File: src/rtl/branch_sequencer.sv
`default_nettype none
// ============================================================================
//  Module      : branch_sequencer
//  Description : Control-step sequencer and PC register for the conditional
//                branch instructions (brzr/brnz/brpl/brmi). Strobes the CON
//                flip-flop, then uses its latched result to decide whether
//                the computed branch target is written into PC.
//  Revision    : 1.0 - initial release
// ============================================================================
module branch_sequencer #(
  parameter int              BITS     = 32,
  parameter logic [BITS-1:0] RESET_PC = '0
) (
  input  logic            clock,
  input  logic            clear_n,
  input  logic [BITS-1:0] bus_in,
  input  logic            start,
  input  logic            pc_inc,
  input  logic            stall,
  input  logic            con,
  output logic            gra,
  output logic            r_out,
  output logic            con_enable,
  output logic            pc_out,
  output logic            y_in,
  output logic            c_out,
  output logic            add_op,
  output logic            z_in,
  output logic            z_lo_out,
  output logic            pc_in,
  output logic [BITS-1:0] pc,
  output logic            busy,
  output logic            done,
  output logic            taken
);

  typedef enum logic [2:0] {
    S_IDLE = 3'd0,
    S_RA0  = 3'd1,
    S_RA1  = 3'd2,
    S_PC   = 3'd3,
    S_OFF  = 3'd4,
    S_WB   = 3'd5,
    S_DONE = 3'd6
  } state_t;

  state_t state;
  state_t state_next;

  // CON is latched in the second T_RA cycle and is stable long before T_WB,
  // so a one-cycle registered copy carries the same value into T_WB while
  // keeping pc_in free of any combinational path from an input.
  logic   con_q;

  // State register.
  always_ff @(posedge clock or negedge clear_n) begin
    if (!clear_n) state <= S_IDLE;
    else          state <= state_next;
  end

  // Next-state and strobe decode; strobes depend on registered state only.
  always_comb begin
    state_next = state;
    gra        = 1'b0;
    r_out      = 1'b0;
    con_enable = 1'b0;
    pc_out     = 1'b0;
    y_in       = 1'b0;
    c_out      = 1'b0;
    add_op     = 1'b0;
    z_in       = 1'b0;
    z_lo_out   = 1'b0;
    pc_in      = 1'b0;
    done       = 1'b0;
    busy       = (state != S_IDLE);
    case (state)
      S_IDLE: begin
        if (start) state_next = S_RA0;
      end
      S_RA0: begin
        gra   = 1'b1;
        r_out = 1'b1;
        if (!stall) state_next = S_RA1;
      end
      S_RA1: begin
        // Held high across a stall so the CON flip-flop sees a single edge.
        gra        = 1'b1;
        r_out      = 1'b1;
        con_enable = 1'b1;
        if (!stall) state_next = S_PC;
      end
      S_PC: begin
        pc_out = 1'b1;
        y_in   = 1'b1;
        if (!stall) state_next = S_OFF;
      end
      S_OFF: begin
        c_out  = 1'b1;
        add_op = 1'b1;
        z_in   = 1'b1;
        if (!stall) state_next = S_WB;
      end
      S_WB: begin
        z_lo_out = 1'b1;
        pc_in    = con_q;
        if (!stall) state_next = S_DONE;
      end
      S_DONE: begin
        done = 1'b1;
        if (!stall) state_next = S_IDLE;
      end
      default: state_next = S_IDLE;
    endcase
  end

  // PC, branch result and CON sample; PC/taken only change in IDLE or on the
  // unstalled edge leaving T_WB.
  always_ff @(posedge clock or negedge clear_n) begin
    if (!clear_n) begin
      pc    <= RESET_PC;
      taken <= 1'b0;
      con_q <= 1'b0;
    end else begin
      con_q <= con;
      if (state == S_IDLE) begin
        if (pc_inc) pc <= pc + BITS'(1);
        if (start)  taken <= 1'b0;
      end else if (state == S_WB && !stall) begin
        if (con_q) pc <= bus_in;
        taken <= con_q;
      end
    end
  end

endmodule
`default_nettype wire

File: config.mk
export PLATFORM = sky130hd
export DESIGN_NAME = branch_sequencer
export DESIGN_NICKNAME = d
export VERILOG_FILES = /design/src/rtl/branch_sequencer.sv
export SDC_FILE = /design/constraint.sdc
export NUM_CORES = 1
export LEC_CHECK = 0
export ABC_AREA = 1
export BUFFER_PORTS_ARGS = -buffer_cell sky130_fd_sc_hd__buf_4
export CORE_MARGIN = 2
export CORE_UTILIZATION = 54
export CTS_BUF_LIST = sky130_fd_sc_hd__clkbuf_4
export DETAILED_ROUTE_END_ITERATION = 10
export GPL_ROUTABILITY_DRIVEN = 0
export PLACE_DENSITY = 0.83
export SETUP_SLACK_MARGIN = 0.5
export SLEW_MARGIN = 10
export SYNTH_ARGS = -nofsm -noshare
export SYNTH_HDL_FRONTEND = slang
export SYNTH_SLANG_ARGS = --single-unit
File: constraint.sdc
create_clock -name clock -period 1.9 [get_ports clock]
set_input_delay 0.38 -clock clock [delete_from_list [all_inputs] [get_ports clock]]
set_output_delay 0.38 -clock clock [all_outputs]
set_load 0.01 [all_outputs]
==> run summary, run 1 <==
• **number of clock sinks seen by CTS** 37
• **result of the run** stopped before the end
• **Starting Density** 0.5706
• **count of distinct cell types in the synthesized netlist** 28
• **sequential element share of the synthesized area** 0.3368
• **post-place instance area** 3354 sq um
• **Halt Stage** global routing
• **height of the die** 75.35 microns
• **gate count after technology mapping** 446
• **HPWL reported at the end of detailed placement** 5580 microns
• **commonest register cell after synthesis** sky130_fd_sc_hd__dfrtp_1
• **fraction of registers with async set or reset after synthesis** 1.000
• **stop err** [ERROR DPL-0038] Utilization greater than 100%, impossible to legalize
• **cell area after technology mapping** 2749 sq um
• **io pins** 83
• **CTS root buf** sky130_fd_sc_hd__clkbuf_4
• **classification of the worst endpoint** top-level output
• **number of buffer cells added on primary ports** 82
• **most frequent cell after synthesis** sky130_fd_sc_hd__nand2_1
• **#FFs+latches synth** 37
• **number of core rows** 25
• **total nets after synthesis** 485
• **cell types with the highest counts after synthesis** sky130_fd_sc_hd__nand2_1 (151), sky130_fd_sc_hd__nor2_1 (87), sky130_fd_sc_hd__dfrtp_1 (37)
• **Die Wd** 75.35 microns
• **pin count of the biggest net entering global routing** 38
• **Yosys warning count** 0
• **top cells by area in the synthesized netlist** sky130_fd_sc_hd__dfrtp_1 (34%), sky130_fd_sc_hd__nand2_1 (21%), sky130_fd_sc_hd__nor2_1 (12%)
• **# H-tree levels** 2
• **Post-synth EDFFs** 0
• **mean post-synth cell area** 6.163 sq um
• **clock buffer count from CTS** 5
• **Crit. endpoint post-GRT repair** pc_in
• **top cell type's share of synthesized area** 0.3368
• **maximum buffer depth of the clock tree** 2
• **post-synthesis cell type with the largest combined area** sky130_fd_sc_hd__dfrtp_1
==> stage by stage <==
step,setup slack (ns),std cells
2_1_floorplan,0.4358,446
3_3_place_gp,0.2608,580
4_1_cts,0.1783,626
3_5_place_dp,0.2296,580
==> kinds of logic after synthesis <==
logic type / after synthesis / synth area share
compound gates: 55 / 0.1061
xor+xnor: 1 / 0.003187
fa+ha+maj: 1 / 0.004551
buf+inv: 56 / 0.1024
flops: 37 / 0.3368
simple gates: 296 / 0.4470
==> what timing repair did <==
action / CTS
hold endpoints to repair: 29
gates cloned: 5
resized for setup: 79
pin swaps: 31
setup buffers: 32
hold buffers: 1
setup endpoints to repair: 48
==> run 2, diff against run 1 <==
- CORE_UTILIZATION: 54 -> 40
- CTS_BUF_LIST: sky130_fd_sc_hd__clkbuf_4 -> not set
- PLACE_DENSITY: 0.83 -> not set
- PLACE_DENSITY_LB_ADDON: not set -> 0.15
- SETUP_SLACK_MARGIN: 0.5 -> not set
==> run 2 against run 1 <==
The run now ends clean. Area after synthesis stayed put. Synthesized cell count unchanged.
==> run summary, run 2 <==
• **result of the run** finished clean
• **number of core rows** 30
• **Max-Cap Viols** 0
• **setup repair after global routing missed its margin** false
• **Setup Skew** 0.005551 ns
• **via/cell ratio** 4.973
• **largest registers** pc x32, state x3
• **height of the die** 86.90 microns
• **total nets after synthesis** 485
• **startpoint types** flop
• **mean post-synth cell area** 6.163 sq um
• **R2R depth** 8
• **ANT cells** 0
• **number of global-route vias before repair** 2741
• **achievable clock frequency** 567.7 MHz
• **CTS tree** yes
• **io pins** 83
• **transition time at the pin with the least slew margin** 0.5130 ns
• **fraction of final layout cells sized beyond drive strength 1** 0.2073
• **most frequent cell after synthesis** sky130_fd_sc_hd__nand2_1
• **required time at the worst-slack endpoint** 1.52 ns
• **Placeable Area** 6719 sq um
• **Yosys warning count** 0
• **Routed Antenna Nets** 0
• **Synth-to-Final Area Change** 25.53%
• **wire length of the first global-routing pass** 12960 microns
• **CP max FO** 13
• **Die Wd** 86.90 microns
• **total die area** 7552 sq um
• **#FFs+latches synth** 37
• **type of the worst setup path** flop to primary output
• **setup-violating endpoint count in the final report** 0
• **post-synthesis cell type with the largest combined area** sky130_fd_sc_hd__dfrtp_1
• **fin crit period** 1.761 ns
• **signal arrival time at the worst endpoint** 1.38 ns
• **number of antenna violations at the first check in global routing** 0
• **cell area after technology mapping** 2749 sq um
• **total via count in the routed design** 2989
• **CTS root buf** sky130_fd_sc_hd__clkbuf_8
• **RR Endpoint** pc[3]
• **Final Cycle Share** 0.9271
• **DR iter-0 viols** 229
• **top cell type's share of synthesized area** 0.3368
• **cell area power density** 1569 nW/um^2
• **DRC** 0
• **commonest register cell after synthesis** sky130_fd_sc_hd__dfrtp_1
• **largest register by flop count** pc
• **most frequent cells in the layout** sky130_fd_sc_hd__nand2_1 (151), sky130_fd_sc_hd__nor2_1 (87), sky130_fd_sc_hd__buf_4 (84), sky130_fd_sc_hd__dfrtp_1 (37)
• **# H-tree levels** 2
• **beginning of the worst register-to-register path** state[1]
• **Final Routed Wirelength** 7749 microns
• **LEAKAGE** 1.683 nW
• **count of hold buffers inserted by post-cts repair** 0
• **HPWL reported at the end of detailed placement** 5753 microns
• **total negative slack for setup checks** 0 ns
• **Starting Density** 0.4091
• **gr ovfl total** 0
• **gate count after technology mapping** 446
• **count of distinct cell types in the synthesized netlist** 28
• **class of the tightest hold or removal check** primary input to asynchronous set/reset pin
• **number of max-slew violations in the final report** 0
• **Setup WS pre-CTS** 0.2164 ns
• **Post-synth EDFFs** 0
• **flop2flop setup slack** 0.15 ns
• **Clock Latency Late Sink** 0.29 ns
• **worst setup margin** 0.1385 ns
• **clock buffer count from CTS** 5
• **count of endpoints failing hold in the final timing report** 0
• **fraction of registers with async set or reset after synthesis** 1.000
• **final net count** 559
• **Critical Path Sink Type** primary output
• **maximum vdd ir drop** 0.0008149 V
• **number of clock sinks seen by CTS** 37
• **sequential element share of the synthesized area** 0.3368
• **max reg flops** 32
• **normalized max-slew margin** 0.6580
• **clock transition time at the flip-flop clock pins of the worst setup and hold paths** 0.08 ns
• **top cells by area in the synthesized netlist** sky130_fd_sc_hd__dfrtp_1 (34%), sky130_fd_sc_hd__nand2_1 (21%), sky130_fd_sc_hd__nor2_1 (12%)
• **total iterations of the first detailed-routing run** 5
• **Design Power** 0.005413 W
• **routed wirelength normalized by instance count** 12.89 microns
• **number of buffer cells added on primary ports** 82
• **cell types with the highest counts after synthesis** sky130_fd_sc_hd__nand2_1 (151), sky130_fd_sc_hd__nor2_1 (87), sky130_fd_sc_hd__dfrtp_1 (37)
• **global-route total usage across every layer** 0.2156
• **commonest non-fill, non-tap cell in the layout** sky130_fd_sc_hd__nand2_1
• **pin count of the biggest net entering global routing** 48
• **maximum buffer depth of the clock tree** 2
run 2: cell counts after synthesis:
No cell type changed its count.
run 2: logic make-up after synthesis:
family | synth area share
fa+ha+maj | 0.004551
xor+xnor | 0.003187
compound gates | 0.1061
flops | 0.3368
buf+inv | 0.1024
simple gates | 0.4470
run 2: power by group:
group	leakage (nW)	total, W	internal (W)	switching, W
logic	1.20	0.00315	0.00130	0.00185
clock network	0.0395	0.000555	0.000261	0.000294
registers	0.442	0.00171	0.00116	0.000548
total	1.68	0.00541	0.00273	0.00269
run 2: per-stage QoR:
| step | std cells | hold WS (ns) | util | cell area (sq um) |
|---|---|---|---|---|
| after floorplan | 446 | 0.08441 | - | 2749 |
| after global placement | 593 | 0.3878 | 0.5009 | 3366 |
| after detailed placement | 593 | 0.3932 | 0.5009 | 3366 |
| after CTS | 601 | 0.07647 | 0.5128 | 3446 |
| after global routing | 601 | 0.08307 | 0.5136 | 3451 |
| final | 601 | 0.04512 | 0.5136 | 3451 |
run 2: final cells by class:
type	count	area (sq um)
sequential	37	925.9
clock buffer	8	80.08
timing repair buffer	85	650.6
fill	709	3268
multi-input combinational	353	1546
inverter	38	147.6
tap	80	100.1
run 2: timing repair:
item                                    in CTS  in global routing
endpoints found under the setup margin       0                  2
buffers inserted                             0                  0
resized for setup                            0                  3
run 2: per-layer routing:
metal | share of wire | up-vias | global-route usage
li1 | - | 1561 | -
met1 | 0.47 | 1323 | 0.2966
met2 | 0.45 | 97 | 0.3477
met3 | 0.066 | 8 | 0.04360
met4 | 0.012 | 0 | 0.05256
met5 | 0 | - | 0
run 2: worst max-delay path by stage:
stage	from	end	slack, ns
after floorplan	pc[1]	pc[30]	0.40
after global placement	state[1]	pc[24]	0.25
after detailed placement	pc[0]	pc[30]	0.22
after CTS	state[1]	busy	0.10
after global routing	state[1]	pc[10]	0.002
final	state[1]	busy	0.14
run 2: worst max-delay path, cell delays in order (launching register included):
cell	delay, ns
sky130_fd_sc_hd__dfrtp_1	0.44
sky130_fd_sc_hd__inv_2	0.11
sky130_fd_sc_hd__nand2_2	0.09
sky130_fd_sc_hd__nor2_4	0.18
sky130_fd_sc_hd__inv_4	0.11
sky130_fd_sc_hd__buf_4	0.16
(Power assumes the default switching activity.)
==> run 3, diff against run 2 <==
- CAP_MARGIN: not set -> 20
- RECOVER_POWER: not set -> 25
- SETUP_SLACK_MARGIN: not set -> 0.02
==> run 3 against run 2 <==
Register-to-register slack about the same. Sequential share of layout area about the same. Flip-flop and latch count unchanged. Critical path depth unchanged. Die area unchanged. First-iteration DRC count increased by 2.2%. Design area about the same. Critical path type unchanged. Critical endpoint unchanged. Largest cell class unchanged. Largest power group unchanged. Highest routed layer unchanged.
==> run summary, run 3 (synthesis gave the netlist of run 2 again) <==
• **met2 Resource Use GR** 0.3477
• **post-layout instance area** 3453 sq um
• **final net count** 559
• **startpoint types** flop
• **Placeable Area** 6719 sq um
• **DR iter-0 viols** 234
• **cell area power density** 1568 nW/um^2
• **CTS tree** yes
• **CTS root buf** sky130_fd_sc_hd__clkbuf_8
• **most frequent cells in the layout** sky130_fd_sc_hd__nand2_1 (151), sky130_fd_sc_hd__nor2_1 (87), sky130_fd_sc_hd__buf_4 (82), sky130_fd_sc_hd__dfrtp_1 (37)
• **Max-Cap Viols** 0
• **type of the worst setup path** flop to primary output
• **clock buffer count from CTS** 5
• **met3 Track Usage GR** 0.04360
• **HPWL reported at the end of detailed placement** 5753 microns
• **number of clock sinks seen by CTS** 37
• **GR Layer Usage met1** 0.2966
• **most used routing layer** met2
• **commonest non-fill, non-tap cell in the layout** sky130_fd_sc_hd__nand2_1
• **pin count of the biggest net entering global routing** 48
• **number of global-route vias before repair** 2741
• **height of the die** 86.90 microns
• **R2R depth** 8
• **number of antenna violations at the first check in global routing** 0
• **Critical Path Sink Type** primary output
• **DRC** 0
• **fraction of final layout cells sized beyond drive strength 1** 0.2073
• **fin crit period** 1.762 ns
• **Setup WS pre-CTS** 0.2164 ns
• **Setup Skew** 0.005833 ns
• **number of buffer cells added on primary ports** 82
• **largest register by flop count** pc
• **Routed Antenna Nets** 0
• **post-place instance area** 3366 sq um
• **via/cell ratio** 4.930
• **largest registers** pc x32, state x3
• **signal arrival time at the worst endpoint** 1.38 ns
• **result of the run** finished clean
• **Die Wd** 86.90 microns
• **number of max-slew violations in the final report** 0
• **CP max FO** 13
• **required time at the worst-slack endpoint** 1.52 ns
• **Synth-to-Final Area Change** 25.63%
• **Filler Cells Inserted** 709
• **global-route total usage across every layer** 0.2156
• **setup-violating endpoint count in the final report** 0
• **Fin Hold WS** 0.2107 ns
• **maximum buffer depth of the clock tree** 2
• **total die area** 7552 sq um
• **normalized max-slew margin** 0.3276
• **Cells on Worst Hold Path** 1
• **Starting Density** 0.4091
• **# H-tree levels** 2
• **worst setup margin** 0.1379 ns
• **number of core rows** 30
• **number of setup buffers added after CTS** 0
• **maximum vdd ir drop** 0.0008142 V
• **ANT cells** 0
• **total negative slack for setup checks** 0 ns
• **Final Cycle Share** 0.9274
• **wire length of the first global-routing pass** 12960 microns
• **total via count in the routed design** 2963
• **clock transition time at the flip-flop clock pins of the worst setup and hold paths** 0.08 ns
• **transition time at the pin with the least slew margin** 1.009 ns
• **gr ovfl total** 0
• **achievable clock frequency** 567.5 MHz
• **count of endpoints failing hold in the final timing report** 0
• **total iterations of the first detailed-routing run** 4
• **Final Routed Wirelength** 7730 microns
• **number of gates resized after cts** 0
• **LEAKAGE** 1.682 nW
• **count of hold buffers inserted by post-cts repair** 0
• **max reg flops** 32
• **setup repair after global routing missed its margin** true
• **class of the tightest hold or removal check** primary input to flop
• **Clock Latency Late Sink** 0.29 ns
• **routed wirelength normalized by instance count** 12.86 microns
• **io pins** 83
==> run 3: per-layer routing <==
metal,wire length (microns),part of all wire
met1,3669,0.47
met2,3570,0.46
met3,451,0.058
met4,38,0.0049
met5,0,0
==> run 3: final timing paths <==
| path | from | to | slack [ns] |
|---|---|---|---|
| setup / recovery | state[1] | busy | 0.14 |
| hold / removal | con | con_q | 0.21 |
| setup reg to reg | state[1] | pc[3] | 0.15 |
| hold reg to reg | taken | taken | 0.52 |
| max in group asynchronous | clear_n | pc[6] | 1.02 |
| min in group asynchronous | clear_n | pc[0] | 0.24 |
==> run 3: worst max-delay path, cell delays in order (launching register included) <==
cell and delay, ns:
sky130_fd_sc_hd__dfrtp_1 0.44, sky130_fd_sc_hd__inv_2 0.11, sky130_fd_sc_hd__nand2_2 0.09, sky130_fd_sc_hd__nor2_4 0.18, sky130_fd_sc_hd__inv_4 0.11, sky130_fd_sc_hd__buf_4 0.16
==> run 3: power breakdown <==
part           switching [W]  internal [W]
sequential          0.000548       0.00116
combinational        0.00185       0.00130
clock               0.000293      0.000261
==> run 3: final cells by class <==
| class | instances | area (sq um) | area share |
|---|---|---|---|
| repair buffers | 85 | 648.1 | 0.1877 |
| flip-flops and latches | 37 | 925.9 | 0.2681 |
| multi-input cells | 353 | 1551 | 0.4493 |
| inverters | 38 | 147.6 | 0.04275 |
| clock buffers | 8 | 80.08 | 0.02319 |
| well taps | 80 | 100.1 | 0.02899 |
==> run 3: metrics by stage <==
step	std cells	util	power (W)
global route	601	0.5140	0.005969
global placement	593	0.5009	0.004831
floorplan	446	-	0.003737
detailed placement	593	0.5009	0.004853
finish	601	0.5140	0.005416
CTS	601	0.5128	0.005433
